## config.mk

```make
export PLATFORM = sky130hd
export DESIGN_NAME = fifo_stream_reader_flat
export DESIGN_NICKNAME = d
export VERILOG_FILES = /design/src/rtl/fifo_stream_reader_if.sv /design/src/rtl/fifo_stream_reader.sv /design/src/flat_wrapper.sv
export SDC_FILE = /design/constraint.sdc
export NUM_CORES = 1
export LEC_CHECK = 0
export ABC_AREA = 1
export CAP_MARGIN = 20
export CORE_ASPECT_RATIO = 1.2
export CORE_MARGIN = 2
export CORE_UTILIZATION = 51
export DETAILED_ROUTE_END_ITERATION = 10
export PLACE_DENSITY = 0.81
export RECOVER_POWER = 25
export SYNTH_ARGS = -nofsm -noshare
export SYNTH_HDL_FRONTEND = slang
export SYNTH_SLANG_ARGS = --single-unit
```

## constraint.sdc

```tcl
create_clock -name clk -period 3.9 [get_ports clk]
set_clock_uncertainty 0.05 [all_clocks]
set_input_delay 0.78 -clock clk [delete_from_list [all_inputs] [get_ports clk]]
set_output_delay 0.78 -clock clk [all_outputs]
set_load 0.05 [all_outputs]
```

## src/rtl/fifo_stream_reader_if.sv

```systemverilog
// Bundle of FIFO read-port and output-stream signals for fifo_stream_reader.
// master: the reader. slave: the FIFO/consumer side.
// m_last_o exists only when STREAM_LAST_EN is defined.
interface fifo_stream_reader_if #(
   parameter int DATA_WIDTH = 32,
   parameter int CNT_WIDTH  = 16
);
   logic                  en_i;
   logic                  clr_i;
   logic                  fifo_empty_i;
   logic                  fifo_rd_en_o;
   logic [DATA_WIDTH-1:0] fifo_rd_data_i;
   logic                  m_valid_o;
   logic [DATA_WIDTH-1:0] m_data_o;
   logic                  m_ready_i;
   logic [CNT_WIDTH-1:0]  beat_cnt_o;
`ifdef STREAM_LAST_EN
   logic                  m_last_o;
`endif

   modport master (
      input  en_i, clr_i, fifo_empty_i, fifo_rd_data_i, m_ready_i,
      output fifo_rd_en_o, m_valid_o, m_data_o, beat_cnt_o
`ifdef STREAM_LAST_EN
      , output m_last_o
`endif
   );

   modport slave (
      output en_i, clr_i, fifo_empty_i, fifo_rd_data_i, m_ready_i,
      input  fifo_rd_en_o, m_valid_o, m_data_o, beat_cnt_o
`ifdef STREAM_LAST_EN
      , input m_last_o
`endif
   );
endinterface

```

## src/rtl/fifo_stream_reader.sv

```systemverilog
// FIFO read-side consumer: turns a 1-cycle-latency FIFO read port into a
// full-throughput valid/ready stream via a 2-entry prefetch buffer.
// Optional macro STREAM_LAST_EN adds a burst counter and m_last_o.
module fifo_stream_reader #(
   parameter int DATA_WIDTH = 32,
   parameter int CNT_WIDTH  = 16,
   parameter int BURST_LEN  = 16
) (
   input  logic                  clk,
   input  logic                  reset,
   fifo_stream_reader_if.master  bus
);
   typedef enum logic [1:0] {EMPTY = 2'd0, ONE = 2'd1, TWO = 2'd2} state_t;

   state_t                state;
   logic                  valid;
   logic [DATA_WIDTH-1:0] entry0;
   logic [DATA_WIDTH-1:0] entry1;
   logic                  inflight;
   logic                  discard;
   logic [CNT_WIDTH-1:0]  beat_cnt;

   logic                  pop;
   logic                  arr;
   logic                  rd_en;
   logic [1:0]            occ;
   logic [2:0]            level;

   if (BURST_LEN < 1) begin : g_bad_burst
      $error("BURST_LEN must be >= 1");
   end

   assign occ   = state;
   assign pop   = valid && bus.m_ready_i;
   assign arr   = inflight && !discard;
   // Occupancy after this cycle's pop plus words already requested; pop is
   // counted so a full buffer that drains one beat can refill in the same cycle.
   assign level = {1'b0, occ} + {2'b0, inflight} - {2'b0, pop};
   assign rd_en = !reset && bus.en_i && !bus.clr_i && !bus.fifo_empty_i && (level < 3'd2);

   assign bus.fifo_rd_en_o = rd_en;
   assign bus.m_valid_o    = valid;
   assign bus.m_data_o     = entry0;
   assign bus.beat_cnt_o   = beat_cnt;

   // Buffer occupancy FSM; entry0 is the stream head.
   always_ff @(posedge clk or posedge reset) begin
      if (reset) begin
         state  <= EMPTY;
         valid  <= 1'b0;
         entry0 <= '0;
         entry1 <= '0;
      end else if (bus.clr_i) begin
         state <= EMPTY;
         valid <= 1'b0;
      end else begin
         case (state)
            EMPTY: if (arr) begin
               entry0 <= bus.fifo_rd_data_i;
               state  <= ONE;
               valid  <= 1'b1;
            end
            ONE: begin
               if (arr && !pop) begin
                  entry1 <= bus.fifo_rd_data_i;
                  state  <= TWO;
               end else if (arr && pop) begin
                  entry0 <= bus.fifo_rd_data_i;
               end else if (pop) begin
                  state <= EMPTY;
                  valid <= 1'b0;
               end
            end
            TWO: if (pop) begin
               entry0 <= entry1;
               if (arr) entry1 <= bus.fifo_rd_data_i;
               else     state  <= ONE;
            end
            default: begin
               state <= EMPTY;
               valid <= 1'b0;
            end
         endcase
      end
   end

   // Track the outstanding FIFO read; a read outstanding across clr is dropped.
   always_ff @(posedge clk or posedge reset) begin
      if (reset) begin
         inflight <= 1'b0;
         discard  <= 1'b0;
      end else begin
         inflight <= rd_en;
         discard  <= bus.clr_i && inflight;
      end
   end

   // Accepted-beat counter, wraps naturally.
   always_ff @(posedge clk or posedge reset) begin
      if (reset)          beat_cnt <= '0;
      else if (bus.clr_i) beat_cnt <= '0;
      else if (pop)       beat_cnt <= beat_cnt + 1'b1;
   end

`ifdef STREAM_LAST_EN
   localparam int BW = (BURST_LEN > 1) ? $clog2(BURST_LEN) : 1;
   localparam logic [BW-1:0] BURST_MAX = BW'(BURST_LEN - 1);

   logic [BW-1:0] burst;

   assign bus.m_last_o = valid && (burst == BURST_MAX);

   // Position of the head beat within its burst.
   always_ff @(posedge clk or posedge reset) begin
      if (reset)          burst <= '0;
      else if (bus.clr_i) burst <= '0;
      else if (pop)       burst <= (burst == BURST_MAX) ? '0 : burst + 1'b1;
   end
`endif
endmodule

```

## src/flat_wrapper.sv

```systemverilog
// flat-port wrapper written by rule: the top's interface ports become plain ports
module fifo_stream_reader_flat 
#(
   parameter int DATA_WIDTH = 32,
   parameter int CNT_WIDTH  = 16,
   parameter int BURST_LEN  = 16
)
  (clk, reset, bus_en_i, bus_clr_i, bus_fifo_empty_i, bus_fifo_rd_data_i, bus_m_ready_i, bus_fifo_rd_en_o, bus_m_valid_o, bus_m_data_o, bus_beat_cnt_o);
  fifo_stream_reader_if #(.DATA_WIDTH(DATA_WIDTH), .CNT_WIDTH(CNT_WIDTH)) bus_i ();
  input  logic clk;
  input  logic reset;
  input wire logic [$bits(bus_i.en_i)-1:0] bus_en_i;
  input wire logic [$bits(bus_i.clr_i)-1:0] bus_clr_i;
  input wire logic [$bits(bus_i.fifo_empty_i)-1:0] bus_fifo_empty_i;
  input wire logic [$bits(bus_i.fifo_rd_data_i)-1:0] bus_fifo_rd_data_i;
  input wire logic [$bits(bus_i.m_ready_i)-1:0] bus_m_ready_i;
  output wire logic [$bits(bus_i.fifo_rd_en_o)-1:0] bus_fifo_rd_en_o;
  output wire logic [$bits(bus_i.m_valid_o)-1:0] bus_m_valid_o;
  output wire logic [$bits(bus_i.m_data_o)-1:0] bus_m_data_o;
  output wire logic [$bits(bus_i.beat_cnt_o)-1:0] bus_beat_cnt_o;
  assign bus_i.en_i = bus_en_i;
  assign bus_i.clr_i = bus_clr_i;
  assign bus_i.fifo_empty_i = bus_fifo_empty_i;
  assign bus_i.fifo_rd_data_i = bus_fifo_rd_data_i;
  assign bus_i.m_ready_i = bus_m_ready_i;
  assign bus_fifo_rd_en_o = bus_i.fifo_rd_en_o;
  assign bus_m_valid_o = bus_i.m_valid_o;
  assign bus_m_data_o = bus_i.m_data_o;
  assign bus_beat_cnt_o = bus_i.beat_cnt_o;
  fifo_stream_reader #(.DATA_WIDTH(DATA_WIDTH), .CNT_WIDTH(CNT_WIDTH), .BURST_LEN(BURST_LEN)) u_core (.clk(clk), .reset(reset), .bus(bus_i));
endmodule
```

After elaboration in Yosys (flattened, before gate mapping):

Index checks and enable logic that the tools add are counted.

* logic and storage cells: 75
* ROM bits: 0
* bits in registers: 85
* output and inout bits: 50
* RAM bits: 0
* bits in latches: 0
* memories kept: 0

* bitwise logic cells: 1
* div/mod/pow operators: 0
* shift-type cells: 0
* add/sub/neg operators: 3
* reductions and logical operators: 22
* equality and inequality tests: 17
* multiplexer cells: 24
* $mul: 0
* order comparisons: 1

Operators by type and width (number)
* 32-bit 2-to-1 mux: 6
* 32-bit one-hot mux with 3 select lines: 1
* 32-bit one-hot mux with 2 select lines: 1
* 16-bit 2-to-1 mux: 2
* 16-bit by 1-bit adder with 16-bit output, second input constant: 1
* 5-bit AND reduction: 3
* 2-bit 2-to-1 mux: 7
* 2-bit by 1-bit inequality test with 1-bit output, second input constant: 5
* 1-bit logical AND: 9
* 3-bit by 2-bit inequality test with 1-bit output, second input constant: 3
* 3-bit inequality test, second input constant: 3
* 2-bit one-hot mux with 3 select lines: 1
* 6-bit AND reduction: 1
* 1-bit logical NOT: 5
* 1-bit 2-to-1 mux: 5
* 2-bit inequality test, second input constant: 2
* 4-bit by 2-bit inequality test with 1-bit output, second input constant: 1
* 4-bit by 3-bit inequality test with 1-bit output, second input constant: 1
* 2-bit nonzero test: 2
* 2-bit by 1-bit adder with 3-bit output: 1
* 3-bit by 2-bit less-than comparator with 1-bit output, second input constant: 1
* 1-bit one-hot mux with 3 select lines: 1
* 3-bit nonzero test: 1
* 3-bit by 1-bit subtractor with 3-bit output: 1
* 4 further kinds: 4

Depth between registers and ports, before layout:

* word-level depth: 7
* gate-level depth with buffers: 10
* depth with buffers taken out: 9

Worst setup path after synthesis:

Ideal clock, no wire load.

* path type: input to output
* start: input reset
* end: output bus_fifo_rd_en_o
* slack: -1232 ps
* stages on the path: 3
* arrival time: 4302 ps
* buffers on the path: 0
* cells stage by stage: inv_1 -> nand3_1 -> nor4_1

* cells in the longest elaborated chain, start to end: 5

RTL lines
* from (decl): RTL line flat_wrapper.sv:11 `input logic reset;`
* 1-bit logical NOT: RTL line fifo_stream_reader.sv:39 `assign rd_en = !reset && bus.en_i && !bus.clr_i && !bus.fifo_empty_i && (level < 3'd2);`
* 1-bit logical AND (4 in a row): RTL line fifo_stream_reader.sv:39
* to (decl): RTL line flat_wrapper.sv:17 `output wire logic [$bits(bus_i.fifo_rd_en_o)-1:0] bus_fifo_rd_en_o;`

No other way between the ends.

Worst setup path in the final report:

* start: input bus_m_ready_i
* end: output bus_fifo_rd_en_o

* cells in the longest elaborated chain, start to end: 4

RTL lines
* from (decl): RTL line flat_wrapper.sv:16 `input wire logic [$bits(bus_i.m_ready_i)-1:0] bus_m_ready_i;`
* 1-bit logical AND: RTL line fifo_stream_reader.sv:34 `assign pop = valid && bus.m_ready_i;`
* 3-bit by 1-bit subtractor with 3-bit output: RTL line fifo_stream_reader.sv:38 `assign level = {1'b0, occ} + {2'b0, inflight} - {2'b0, pop};`
* 3-bit by 2-bit less-than comparator with 1-bit output: RTL line fifo_stream_reader.sv:39
* 1-bit logical AND: RTL line fifo_stream_reader.sv:39

No other way between the ends.

==> results.json <==
{
  "status": "completed",
  "synth-main-ff-cell": "dfrtp_1",
  "htreeDepth": 3,
  "cts_tree": "done",
  "port_buffers": 87,
  "clock.fmax_ghz": 0.274,
  "synth.most_common_cell": "nand2_1",
  "initial_utilization": 0.525,
  "postLayoutCoreUtil": 0.666,
  "path_cells": "clkdlybuf4s50_1 > nand2_2 > nor2_1 > o21ai_0 > fa_1 > nand2_1 > nor4_2 > buf_12",
  "antenna_found_initial": 0,
  "cts-root-buf": "clkbuf_8",
  "path_class": "in -> out",
  "drv_slew": 0,
  "gp_congestion": 0.894,
  "synth_top_area_cell": "dfrtp_1",
  "grt_first_pass_wirelength_mm": 17.3,
  "dieArea_um2": 9090,
  "worstHoldPathType": "reg -> reg",
  "clock-sinks": 85,
  "fp-row-count": 36,
  "cts_resized": 0,
  "via_count": 3946,
  "pwr-share-seq": 0.362,
  "clock_latency_ns": 0.36,
  "antenna_cells": 0,
  "layout_min_cycle_time_ns": 3.65,
  "relSlewSlack": 0.236,
  "postRouteAntennaNets": 0,
  "crit_path_end_kind": "output port",
  "fin_crit_sh": 0.936,
  "numCtsBuffers": 9,
  "design.core.area_um2": 8110,
  "synth_edf_count": 0,
  "die_w_um": 87.4,
  "yosys_warnings": 0,
  "p_clk_frac": 0.190,
  "grt_use_total": 0.238,
  "dr.pass1.iters": 4,
  "grt-ovfl-total": 0,
  "tightest_slew_ns": 1.15,
  "drive_gt1_frac": 0.0550,
  "power_leakage_uw": 0.00274,
  "maxCapViolCount": 0,
  "cp.required_ns": 3.07,
  "cp_num_buf_inv": 2,
  "pin_count": 88,
  "netlist_area_um2": 4250,
  "cts.clk_slew.worst_paths_ns": 0.08,
  "critPathMaxFanout": 7,
  "syn_inst": 572,
  "grt_pass1_vias": 3706,
  "synth_top_area_share": 0.500,
  "viasPerCell": 5.26,
  "yosys-top-cells-area": "dfrtp_1 (50%), nand2_1 (24%), nand3_1 (8.9%), nor2_1 (3.1%), inv_1 (2.0%)",
  "cp_top_family": "simple AND/OR/NAND/NOR gates",
  "slowest_stage": "fa_1",
  "peakVddDrop_mv": 0.323,
  "cts_max_path_buffers": 2,
  "synth-async-reset-ratio": 1.00,
  "max_stage_delay_ns": 0.50,
  "p_per_area_nw_per_um2": 710,
  "switching_power_uw": 1680,
  "drt_iter0_markers": 229,
  "grt_max_degree": 67,
  "synth_area_per_cell_um2": 7.44,
  "drcViolationCount": 0,
  "holdWs_ns": 0.422,
  "setup_violations": 0,
  "synth_nets": 616,
  "rsz0062_at_grt": "no",
  "fin_nets": 695,
  "area_growth_pct": 26.9,
  "cp.arrival_ns": 2.82,
  "synth-seq-cells": 85,
  "dpl.hpwl_mm": 6.77,
  "finalSetupTns_ns": 0,
  "critPathLaunchType": "input port",
  "yosysUniqueCellTypes": 26,
  "fp.dieH_um": 104,
  "drt-total-wl_mm": 10.4,
  "wire_per_inst_um": 13.9,
  "finalHoldViolCount": 0,
  "hold_buffers": 0,
  "swShare": 0.439,
  "p_int_uw": 2150,
  "ys_seq_area_frac": 0.500,
  "cts_setup_buffers": 0,
  "ys_top_cells_by_count": "nand2_1 (276), dfrtp_1 (85), nand3_1 (76)",
  "combPwrFrac": 0.449
}
## state kept, by name, summed over array words and instances, names as in the netlist
signal,cells
u_core.bus.beat_cnt_o,16
u_core.occ,2
u_core.discard,1
u_core.bus.m_valid_o,1
u_core.inflight,1
u_core.bus.m_data_o,32
u_core.entry1,32
## per-stage QoR
stage               power [µW]  setup WS, ns  instance area [µm²]  cells
finish                    3830         0.250                 5400    750
floorplan                 2580         0.263                 4260    572
global placement          3070         0.253                 5180    735
detailed placement        3120         0.224                 5180    735
global route              4050         0.114                 5400    750
CTS                       3850         0.222                 5420    750
## area by class of cell
cell class,instances,area [µm²]
fill,687,2710
sequential,85,2130
multi-input combinational,433,1880
timing repair buffer,95,933
clock buffer,12,165
tap,95,119
inverter,27,103
clock inverter,3,67.6
## power by group through the flow
stage / Clock, µW / Combinational [µW] / Sequential, µW
final: 726 / 1720 / 1390
after global routing: 771 / 1860 / 1420
after detailed placement: 0 / 1720 / 1400
after CTS: 736 / 1740 / 1380
after floorplan: 0 / 658 / 1920
after global placement: 0 / 1690 / 1380
## worst min-delay path, delay by kind of cell, from the launching register on
kind	cells	cell delay, ns
flip-flops	1	0.35
AND/OR/NAND/NOR	2	0.09
## placed cells by master (no fill, tap or decap), drive strengths merged
| cell | count |
|---|---|
| nor4 | 1 |
| bufinv | 2 |
| and2 | 1 |
| buf | 6 |
| nand4 | 3 |
| nor3 | 3 |
| nor2 | 39 |
| clkdlybuf4s50 | 84 |
| o21ai | 13 |
| ha | 5 |
| clkbuf | 15 |
| dlygate4sd3 | 2 |
| nand2 | 280 |
| fa | 1 |
| clkinvlp | 2 |
| dfrtp | 85 |
| a31oi | 1 |
| nand3 | 76 |
| a21oi | 9 |
| inv | 26 |
| and3 | 1 |
## per-layer routing
metal / share of wire / wire length, µm / global-route usage / vias to the layer above
met3: 0.062 / 644 / 0.0492 / 20
met5: 0 / 0 / 0 / -
met1: 0.42 / 4350 / 0.302 / 1846
li1: - / - / - / 1947
met2: 0.49 / 5140 / 0.390 / 133
met4: 0.026 / 274 / 0.101 / 0
## final timing paths
path,start,end,slack [ns],cells past startpoint
hold / removal,u_core.bus.m_data_o[2],u_core.bus.m_data_o[2],0.42,2
max in group asynchronous,reset,u_core.bus.m_data_o[17],0.91,4
min in group asynchronous,reset,u_core.discard,1.30,3
setup reg to reg,u_core.occ[0],u_core.entry1[14],0.92,9
setup / recovery,bus_m_ready_i,bus_fifo_rd_en_o,0.25,8
hold reg to reg,u_core.bus.m_data_o[2],u_core.bus.m_data_o[2],0.42,2
## cell families (layout without fill, tap and decap cells)
family / after synthesis / after routing / share of synthesized area
AOI/OAI and AO/OA: 23 / 23 / 0.0309
adders and majority gates: 6 / 6 / 0.0194
buffers and inverters: 54 / 137 / 0.0568
DFF: 85 / 85 / 0.500
and+or+nand+nor: 404 / 404 / 0.393
(Power assumes the default switching activity.)
